## src/rtl/demux32bit1to2_reg_pkg.sv

```systemverilog
// Shared constants and types for the registered 1-to-2 word steering unit.
// Select encoding matches the 2:1 word mux so producers can share decode logic.
package demux32bit1to2_reg_pkg;

    localparam logic SEL_A = 1'b0;
    localparam logic SEL_B = 1'b1;

    localparam int DEFAULT_DATA_W = 32;
    localparam int DEFAULT_CNT_W  = 16;

    typedef enum logic {
        SLOT_EMPTY = 1'b0,
        SLOT_FULL  = 1'b1
    } slot_state_t;

endpackage

```

## src/rtl/demux_slot.sv

```systemverilog
// One-entry output register with valid/ready handshake and a delivered-word counter.
// A load may coincide with a drain, giving full-rate pass-through.
module demux_slot
    import demux32bit1to2_reg_pkg::*;
#(
    parameter int DATA_W = DEFAULT_DATA_W,
    parameter int CNT_W  = DEFAULT_CNT_W
) (
    input  logic              clk,
    input  logic              reset_n,
    input  logic              load,
    input  logic [DATA_W-1:0] load_data,
    output logic              can_accept,
    output logic              out_valid,
    input  logic              out_ready,
    output logic [DATA_W-1:0] out_data,
    input  logic              cnt_clr,
    output logic [CNT_W-1:0]  count
);

    slot_state_t       state_q;
    slot_state_t       state_d;
    logic [DATA_W-1:0] data_q;
    logic [CNT_W-1:0]  count_q;
    logic              drain;

    assign drain      = (state_q == SLOT_FULL) && out_ready;
    assign can_accept = (state_q == SLOT_EMPTY) || out_ready;
    assign out_valid  = (state_q == SLOT_FULL);
    assign out_data   = data_q;
    assign count      = count_q;

    // A refill takes priority over a drain so the slot stays full when both happen.
    always_comb begin
        state_d = state_q;
        if (load) begin
            state_d = SLOT_FULL;
        end else if (drain) begin
            state_d = SLOT_EMPTY;
        end
    end

    always_ff @(posedge clk) begin
        if (!reset_n) begin
            state_q <= SLOT_EMPTY;
        end else begin
            state_q <= state_d;
        end
    end

    // Data holds its last value when empty; consumers qualify with valid.
    always_ff @(posedge clk) begin
        if (!reset_n) begin
            data_q <= '0;
        end else if (load) begin
            data_q <= load_data;
        end
    end

    always_ff @(posedge clk) begin
        if (!reset_n) begin
            count_q <= '0;
        end else if (cnt_clr) begin
            count_q <= '0;
        end else if (drain) begin
            count_q <= count_q + CNT_W'(1);
        end
    end

endmodule

```

## src/rtl/demux32bit1to2_reg.sv

```systemverilog
// Registered 1-to-2 word steering unit: routes each accepted input word to channel A or B.
// Input is strictly in-order; a blocked head word stalls the input even if the other channel is free.
module demux32bit1to2_reg
    import demux32bit1to2_reg_pkg::*;
#(
    parameter int DATA_W = DEFAULT_DATA_W,
    parameter int CNT_W  = DEFAULT_CNT_W
) (
    input  logic              clk,
    input  logic              reset_n,
    input  logic              in_valid,
    output logic              in_ready,
    input  logic              in_sel,
    input  logic [DATA_W-1:0] in_data,
    output logic              a_valid,
    input  logic              a_ready,
    output logic [DATA_W-1:0] a_data,
    output logic              b_valid,
    input  logic              b_ready,
    output logic [DATA_W-1:0] b_data,
    input  logic              cnt_clr,
    output logic [CNT_W-1:0]  a_count,
    output logic [CNT_W-1:0]  b_count
);

    logic a_can_accept;
    logic b_can_accept;
    logic accept;
    logic load_a;
    logic load_b;

    assign in_ready = reset_n && ((in_sel == SEL_B) ? b_can_accept : a_can_accept);
    assign accept   = in_valid && in_ready;
    assign load_a   = accept && (in_sel == SEL_A);
    assign load_b   = accept && (in_sel == SEL_B);

    demux_slot #(
        .DATA_W (DATA_W),
        .CNT_W  (CNT_W)
    ) u_slot_a (
        .clk        (clk),
        .reset_n    (reset_n),
        .load       (load_a),
        .load_data  (in_data),
        .can_accept (a_can_accept),
        .out_valid  (a_valid),
        .out_ready  (a_ready),
        .out_data   (a_data),
        .cnt_clr    (cnt_clr),
        .count      (a_count)
    );

    demux_slot #(
        .DATA_W (DATA_W),
        .CNT_W  (CNT_W)
    ) u_slot_b (
        .clk        (clk),
        .reset_n    (reset_n),
        .load       (load_b),
        .load_data  (in_data),
        .can_accept (b_can_accept),
        .out_valid  (b_valid),
        .out_ready  (b_ready),
        .out_data   (b_data),
        .cnt_clr    (cnt_clr),
        .count      (b_count)
    );

endmodule

```

## config.mk

```make
export PLATFORM = sky130hd
export DESIGN_NAME = demux32bit1to2_reg
export DESIGN_NICKNAME = d
export VERILOG_FILES = /design/src/rtl/demux32bit1to2_reg_pkg.sv /design/src/rtl/demux_slot.sv /design/src/rtl/demux32bit1to2_reg.sv
export SDC_FILE = /design/constraint.sdc
export NUM_CORES = 1
export LEC_CHECK = 0
export ABC_CLOCK_PERIOD_IN_PS = 2400
export CAP_MARGIN = 20
export CORE_MARGIN = 2
export CORE_UTILIZATION = 48
export DETAILED_ROUTE_END_ITERATION = 8
export GPL_ROUTABILITY_DRIVEN = 0
export PLACE_DENSITY_LB_ADDON = 0.15
export SLEW_MARGIN = 20
export SYNTH_ARGS = -nofsm -noshare
export SYNTH_HDL_FRONTEND = slang
export SYNTH_SLANG_ARGS = --single-unit
```

## constraint.sdc

```tcl
create_clock -name clk -period 2.4 [get_ports clk]
set_clock_uncertainty 0.1 [all_clocks]
set_input_delay 0.48 -clock clk [delete_from_list [all_inputs] [get_ports clk]]
set_output_delay 0.48 -clock clk [all_outputs]
set_load 0.1 [all_outputs]
```

Word-level counts from Yosys, hierarchy flattened
Cells that the tools add are included.
{ "classes": {"addsub": 2, "n_mux": 5, "bitwise_logic": 4, "n_reduce_logical": 11} }
{ "op_table": {"columns": ["cell", "count"], "rows": [
  ["$add A16 B1 Y16 const B", 2],
  ["$logic_and A1 B1 Y1", 6],
  ["$mux W1", 5],
  ["$not A1 Y1", 4],
  ["$reduce_bool A2 Y1", 2],
  ["$logic_or A1 B1 Y1", 2],
  ["$reduce_or A2 Y1", 1]
]} }
{ "totals": {"regBits": 98, "inputBits": 39, "output_inout_bits": 99, "wordCells": 28} }

Depth between registers and ports, before layout
Gate-level depths: netlist (run 1).
{ "logic_depth": {"word_depth": 7, "mapped_depth": 6, "mapped_depth_nobuf": 4} }

Hierarchy
From an unflattened synthesis (run 1), not the netlist that was laid out.
{ "unflattened": {"cells_unflattened": 388, "hier_area_um2": 3968.8} }
{ "modules_own_cells": {"columns": ["mod", "n_inst", "cells_per_inst", "area_each_um2", "seq_area_each_um2"], "rows": [
  ["demux_slot", 2, 191, 1964.4, 980.9],
  ["demux32bit1to2_reg", 1, 6, 40.0, 0.0]
]} }

Worst setup path before layout (run 1)
Ideal clock, no wire load.
{ "synth_timing": {"path_kind": "flip-flop to output port", "start": "reg u_slot_a.state_q (netlist: u_slot_a.out_valid)", "end": "out in_ready", "arrival_ns": 1.972, "required_ns": 1.820, "setup_slack_ns": -0.152, "path_stages_with_launch": 4, "n_path_buf": 0, "cell_sequence": "dfxtp_1 nor2b_2 mux2i_1 and2_1"} }
{ "synth_via": {"elab_chain_cells": 4} }
{ "synth_rtl": {"columns": ["item", "line_no", "text"], "rows": [
  ["start, declared", "demux_slot.sv:21", "slot_state_t state_q;"],
  ["start signal, assigned", "demux_slot.sv:47", "state_q <= state_d;"],
  ["$not A1 Y1", "demux_slot.sv:28", "assign can_accept = (state_q == SLOT_EMPTY) || out_ready;"],
  ["$logic_or A1 B1 Y1", "demux_slot.sv:28", null],
  ["$mux W1", "demux32bit1to2_reg.sv:32", "assign in_ready = reset_n && ((in_sel == SEL_B) ? b_can_accept : a_can_accept);"],
  ["$logic_and A1 B1 Y1", "demux32bit1to2_reg.sv:32", null],
  ["end, declared", "demux32bit1to2_reg.sv:12", "output logic in_ready,"]
]} }
No other way between the ends.

Worst setup path after layout (run 1)
{ "layout_timing": {"start": "in b_ready", "end": "out in_ready"} }
{ "layout_via": {"elab_chain_cells": 3} }
{ "layout_rtl": {"columns": ["item", "line_no", "text"], "rows": [
  ["start, declared", "demux32bit1to2_reg.sv:19", "input logic b_ready,"],
  ["$logic_or A1 B1 Y1", "demux_slot.sv:28", null],
  ["$mux W1", "demux32bit1to2_reg.sv:32", null],
  ["$logic_and A1 B1 Y1", "demux32bit1to2_reg.sv:32", null]
]} }
No other way between the ends.

==> impl_metrics.tcl, run 1 <==
set metrics [dict create \
    yosys-top-cells-count "149 x nand2_1, 98 x dfxtp_1, 58 x a21boi_1, 22 x nor2_1, 15 x clkbuf_1" \
    clkLatencyLatePin_ns 0.36 \
    cts_num_sinks 98 \
    setup_tns_ns 0 \
    cts_hold_buf 0 \
    max_slew.worst_pin.slew_ns 0.506 \
    synthAdderAreaFrac 0.00633 \
    clock_path_buffers 2 \
    postSynthCellCount 462 \
    use_met2 0.381 \
    synth_edf_count 0 \
    initial_utilization 0.489 \
    antenna_found_initial 0 \
    path_max_fanout 4 \
    final_nets 639 \
    synth_cell_types 37 \
    root_buffer "clkbuf_8" \
    pre_cts_ws_ns 0.112 \
    cp.required_ns 1.82 \
    post-synth-top-count-cell "nand2_1" \
    port_buffers 137 \
    synth_seq_area_share 0.496 \
    die_area_um2 8980 \
    placed_area_um2 5240 \
    crit_path_end_kind "output port" \
    drive_above_1_share 0.234 \
    stdcell_count 708 \
    dp.cells 692 \
    drv_slew 0 \
    reg2reg_depth 4 \
    synth_top_area_share 0.496 \
    min_period_ns 2.30 \
    synth-compound-area-share 0.161 \
    cts_tree "done" \
    area_delta_synth_final_pct 37.2 \
    maxCapViolCount 0 \
    avgViaCountPerCell 5.14 \
    synthTopCellsByArea "dfxtp_1 50%, nand2_1 14%, a21boi_1 11%" \
    coreArea_um2 8090 \
    grt_pass1_vias 3293 \
    clk_pin_slew_worst_paths_ns 0.09 \
    worstSetupStartpoint "b_ready" \
    power_density_nw_per_um2 598 \
    fp.dieH_um 94.8 \
    criticalPathCategory "in -> out" \
    grt_overflow_total 0 \
    grt-busiest-layer "met2" \
    critPathLaunchType "primary input" \
    dp_hpwl_mm 6.72 \
    slew-limit-headroom 0.663 \
    drt_wl_total_mm 9.71 \
    cts_resized 0 \
    reg2reg_from "u_slot_b.out_valid$_SDFFE_PN0P_" \
    synth-simple-area-share 0.259 \
    crit_end "in_ready" \
    layout_setup_ws_ns 0.0973 \
    p_leak_nw 2.17 \
    synth.area.mux_share 0.00759 \
    cts_htree_levels 3 \
    synth-main-ff-cell "dfxtp_1" \
    num_antenna_cells 0 \
    hp-class "in -> reg" \
    ir_drop_v 0.000339 \
    grt_usage 0.218 \
    syn_avg_cell_area_um2 8.56 \
    setup_viol 0 \
    fmax_mhz 434 \
    synth_area_um2 3950 \
    synth_seq_cells 98 \
    cts_buffers 9 \
    post-synth-top-area-cell "dfxtp_1" \
    synth-xor-area-share 0.0354 \
    cp.arrival_ns 1.72 \
    drtAntennaViolNets 0 \
    synth_warnings 0 \
    r2r-end "u_slot_b.count[10]$_SDFFE_PP0P_" \
    fin_util 0.670 \
    remaining_drc_errors 0 \
    grt_pass1_wl_mm 15.4 \
    die_w_um 94.8 \
    drtPass1Iterations 4 \
    hold_violations 0 \
    wl_per_cell_um 13.7 \
    cts_setup_buffers 0 \
    ys_async_sr_fraction 0 \
    grt_use_met3 0.0638 \
    period_share 0.959 \
    rrSetupSlack_ns 0.78 \
    grt_use_met1 0.253 \
    ios 138 \
    power_mw 3.25 \
    placementRows 33 \
    design_area_um2 5430 \
    whs_ns 0.348 \
    status "finished clean" \
    grt_max_degree 62 \
    vias 3637 \
    synth_fp_nets 503 \
    synth_top_family_by_area "simple AND/OR/NAND/NOR gates" \
    rsz0062_at_grt "false" \
    drt_iter0_drc 90 \
]
-- cell usage in the layout (no fill, tap or decap), types with 2 or more instances in the layout --
master / instances
buf_4: 110
and4_1: 6
ha_1: 2
inv_6: 3
o21ai_1: 2
xor2_1: 12
nand2_1: 149
a21oi_1: 10
xnor2_1: 4
nor2_1: 22
a21boi_1: 58
nand3_1: 11
dfxtp_1: 97
nand4_1: 12
a41o_1: 2
or4_1: 2
nor4_1: 2
and3_1: 2
or3_1: 7
nor3_2: 2
buf_12: 4
a21boi_0: 6
o21ai_0: 6
a31oi_1: 2
o21a_1: 2
mux2i_1: 3
clkbuf_8: 10
clkdlybuf4s50_1: 37
nand2b_1: 3
-- sequential cells by signal (all words and copies together), names as in the netlist --
name	flops
u_slot_a.count	16
u_slot_a.out_data	32
u_slot_a.out_valid	1
u_slot_b.count	16
u_slot_b.out_data	32
u_slot_b.out_valid	1
-- power breakdown --
group | switching (mW) | internal (mW) | total (mW)
Clock | 0.588 | 0.417 | 1.00
Sequential | 0.0211 | 1.66 | 1.68
Combinational | 0.395 | 0.163 | 0.558
-- how the worst min path moves through the flow --
stage	to	slack (ns)	start	cells past startpoint
floorplan	u_slot_b.out_data[10]$_SDFFE_PN0P_	0.51	in_data[10]	2
global placement	u_slot_a.out_data[18]$_SDFFE_PN0P_	0.34	u_slot_a.out_data[18]$_SDFFE_PN0P_	2
detailed placement	u_slot_a.out_data[15]$_SDFFE_PN0P_	0.35	u_slot_a.out_data[15]$_SDFFE_PN0P_	2
CTS	u_slot_a.out_valid$_SDFFE_PN0P_	0.34	reset_n	2
global route	u_slot_a.out_valid$_SDFFE_PN0P_	0.34	reset_n	2
finish	u_slot_a.out_valid$_SDFFE_PN0P_	0.35	reset_n	2
-- area by class of cell --
| type | instances | area (µm²) |
|---|---|---|
| fillers | 708 | 2670 |
| flip-flops and latches | 98 | 1960 |
| multi-input cells | 337 | 1860 |
| repair buffers | 152 | 1280 |
| clock buffers | 10 | 138 |
| well taps | 105 | 131 |
| clock inverters | 6 | 47.5 |
-- metal layers --
layer | share of wire | routed length, µm
met4 | 0.015 | 147
met5 | 0 | 0
met2 | 0.50 | 4820
met3 | 0.067 | 653
met1 | 0.42 | 4090
-- critical path: stages --
cell	delay, ns
clkdlybuf4s50_1	0.50
and2b_4	0.22
mux2i_1	0.15
and2_2	0.19
buf_12	0.17
-- cells by family after synthesis --
kind of cell	count (synthesis)
simple gates	226
flops	98
compound gates	90
buf+inv	27
xor+xnor	16
mux	3
fa+ha+maj	2
(Power assumes the default switching activity.)
==> inputs of run 2 (changes only) <==
Settings changed: CTS_CLUSTER_SIZE set to 25.
==> results of run 2 <==
No change in the layout: final DEF, timing and power equal those of run 1.
==> inputs of run 3 (changes only) <==
Settings changed: ABC_AREA set to 1, CORE_UTILIZATION 48 to 50.
==> run 3 against run 2 <==
Compared with the run above:
- die area grew 2.4%
- routed wire length is 9.2% higher
- critical path type unchanged
- clock power up 15%
- largest cell class unchanged
- sequential share of layout area down 1.6 points
==> impl_metrics.tcl, run 3 <==
set metrics [dict create \
    status "finished clean" \
    ys_async_sr_fraction 0 \
    synthTopCellsByArea "dfxtp_1 46%, nor2_1 16%, nand2_1 8.3%" \
    drtAntennaViolNets 0 \
    dp.cells 840 \
    avgViaCountPerCell 4.96 \
    fp.dieH_um 95.9 \
    clk_pin_slew_worst_paths_ns 0.09 \
    pre_cts_ws_ns 0.180 \
    stdcell_count 856 \
    grt_pass1_vias 3828 \
    hold_violations 0 \
    max_slew.worst_pin.slew_ns 0.430 \
    synth_fp_nets 653 \
    vias 4249 \
    period_share 0.931 \
    placementRows 33 \
    synth_seq_area_share 0.465 \
    post-synth-top-area-cell "dfxtp_1" \
    drtPass1Iterations 5 \
    yosys-top-cells-count "180 x nor2_1, 98 x dfxtp_1, 93 x nand2_1, 68 x inv_1, 47 x a21oi_1" \
    worstPathCellList "clkdlybuf4s50_1 > inv_2 > nand3_1 > nand2_1 > nor2_2 > buf_12" \
    crit_end "in_ready" \
    synth-main-ff-cell "dfxtp_1" \
    synth_top_family_by_area "simple AND/OR/NAND/NOR gates" \
    cts_tree "done" \
    cpMaxStageDelayCell "clkdlybuf4s50_1" \
    synth-compound-area-share 0.0723 \
    cp.arrival_ns 1.65 \
    synth_warnings 0 \
    final_cell_mix "180 x nor2_1, 112 x buf_4, 98 x dfxtp_1, 93 x nand2_1, 68 x inv_1" \
    min_period_ns 2.23 \
    grt_usage 0.235 \
    worstSetupStartpoint "b_ready" \
    cts_htree_levels 3 \
    clkLatencyLatePin_ns 0.36 \
    slew-limit-headroom 0.712 \
    post-synth-top-count-cell "nor2_1" \
    wl_per_cell_um 12.4 \
    drv_slew 0 \
    rrSetupSlack_ns 0.83 \
    p_leak_nw 2.63 \
    cts_num_sinks 98 \
    fmax_mhz 448 \
    setup_viol 0 \
    synth_cell_types 22 \
    rsz0062_at_grt "false" \
    maxCapViolCount 0 \
    antenna_found_initial 0 \
    critPathLaunchType "primary input" \
    grt_overflow_total 0 \
    cts_hold_buf 0 \
    drt_iter0_drc 194 \
    grt_pass1_wl_mm 17.0 \
    coreArea_um2 8220 \
    seq_area_um2 1960 \
    criticalPathCategory "in -> out" \
    reg2reg_depth 8 \
    cts_setup_buffers 0 \
    synth_seq_cells 98 \
    synth.area.mux_share 0 \
    clock_path_buffers 2 \
    ios 138 \
    grt_max_degree 45 \
    cts_resized 0 \
    final_common_cell "nor2_1" \
    synth-simple-area-share 0.346 \
    synth-xor-area-share 0.00830 \
    fill_cells 692 \
    fin_util 0.691 \
    remaining_drc_errors 0 \
    die_w_um 95.9 \
    synth_top_area_share 0.465 \
    cp.required_ns 1.82 \
    power_mw 3.56 \
    r2r-end "u_slot_a.count[10]$_SDFFE_PP0P_" \
    max_stage_delay_ns 0.52 \
    reg2reg_from "u_slot_a.count[0]$_SDFFE_PP0P_" \
    drive_above_1_share 0.190 \
    synth_edf_count 0 \
    ir_drop_v 0.000481 \
    path_max_fanout 3 \
    setup_tns_ns 0 \
    power_density_nw_per_um2 628 \
    cts_buffers 9 \
    die_area_um2 9200 \
    initial_utilization 0.514 \
    root_buffer "clkbuf_8" \
    synth_area_um2 4220 \
    dp_hpwl_mm 7.75 \
    layout_setup_ws_ns 0.166 \
    num_antenna_cells 0 \
    hp-class "reg -> reg" \
    port_buffers 137 \
    final_nets 787 \
    drt_wl_total_mm 10.6 \
    multi_input_area_um2 1830 \
    crit_path_end_kind "output port" \
    area_delta_synth_final_pct 34.4 \
    syn_avg_cell_area_um2 6.90 \
    synthAdderAreaFrac 0.00593 \
    postSynthCellCount 612 \
]
[run 3: cell types whose count changed after synthesis, moves of 6 or more]
cell,change
clkbuf_1,-7
nand4_1,+29
xor2_1,-8
nand2_1,-56
nand3_1,+8
a21boi_0,-6
inv_2,+6
inv_1,+68
a21boi_1,-58
a21oi_1,+37
or3_1,-7
nor2_1,+158
and4_1,-6
[run 3: cell type report]
| class | instances | area share |
|---|---|---|
| clock buffers | 9 | 0.0218 |
| clock inverters | 7 | 0.0165 |
| inverters | 74 | 0.0489 |
| multi-input cells | 411 | 0.322 |
| flip-flops and latches | 98 | 0.346 |
| well taps | 105 | 0.0231 |
| repair buffers | 152 | 0.222 |
[run 3: kinds of logic after synthesis]
kind of cell,count (synthesis)
xor gates and xnor gates,4
adders and majority gates,2
DFF,98
AOI/OAI and AO/OA,60
buffers and inverters,103
and+or+nand+nor,345
[run 3: power breakdown]
part | total [mW] | switching (mW) | internal (mW)
Clock | 1.15 | 0.565 | 0.585
Sequential | 1.70 | 0.0290 | 1.67
Combinational | 0.712 | 0.526 | 0.186
[run 3: worst min-delay path by stage]
| stage | slack, ns | depth (start not counted) | to | startpoint |
|---|---|---|---|---|
| 4_1_cts | 0.39 | 2 | u_slot_a.out_data[13]$_SDFFE_PN0P_ | u_slot_a.out_data[13]$_SDFFE_PN0P_ |
| 3_5_place_dp | 0.37 | 2 | u_slot_a.out_data[1]$_SDFFE_PN0P_ | u_slot_a.out_data[1]$_SDFFE_PN0P_ |
| 3_3_place_gp | 0.36 | 2 | u_slot_a.out_data[2]$_SDFFE_PN0P_ | u_slot_a.out_data[2]$_SDFFE_PN0P_ |
| 2_1_floorplan | 0.54 | 2 | u_slot_a.count[1]$_SDFFE_PP0P_ | a_ready |
| 6_report | 0.39 | 2 | u_slot_a.out_data[1]$_SDFFE_PN0P_ | u_slot_a.out_data[1]$_SDFFE_PN0P_ |
| 5_1_grt | 0.41 | 2 | u_slot_a.out_data[11]$_SDFFE_PN0P_ | u_slot_a.out_data[11]$_SDFFE_PN0P_ |
[run 3: per-layer routing]
| metal | GRT usage | vias to the layer above | part of all wire |
|---|---|---|---|
| met1 | 0.282 | 1927 | 0.43 |
| met3 | 0.0681 | 17 | 0.069 |
| li1 | - | 2193 | - |
| met4 | 0.0845 | 0 | 0.017 |
| met5 | 0 | - | 0 |
| met2 | 0.398 | 112 | 0.48 |
[run 3: per-stage QoR]
stage	hold WS, ns	instance area [µm²]
floorplan	0.540	4220
CTS	0.391	5680
detailed placement	0.373	5460
global placement	0.363	5460
finish	0.388	5680
global route	0.414	5680
[run 3: critical path: cells and delay by family]
family,cells,cell delay [ns]
buf+inv,3,0.78
simple gates,3,0.39
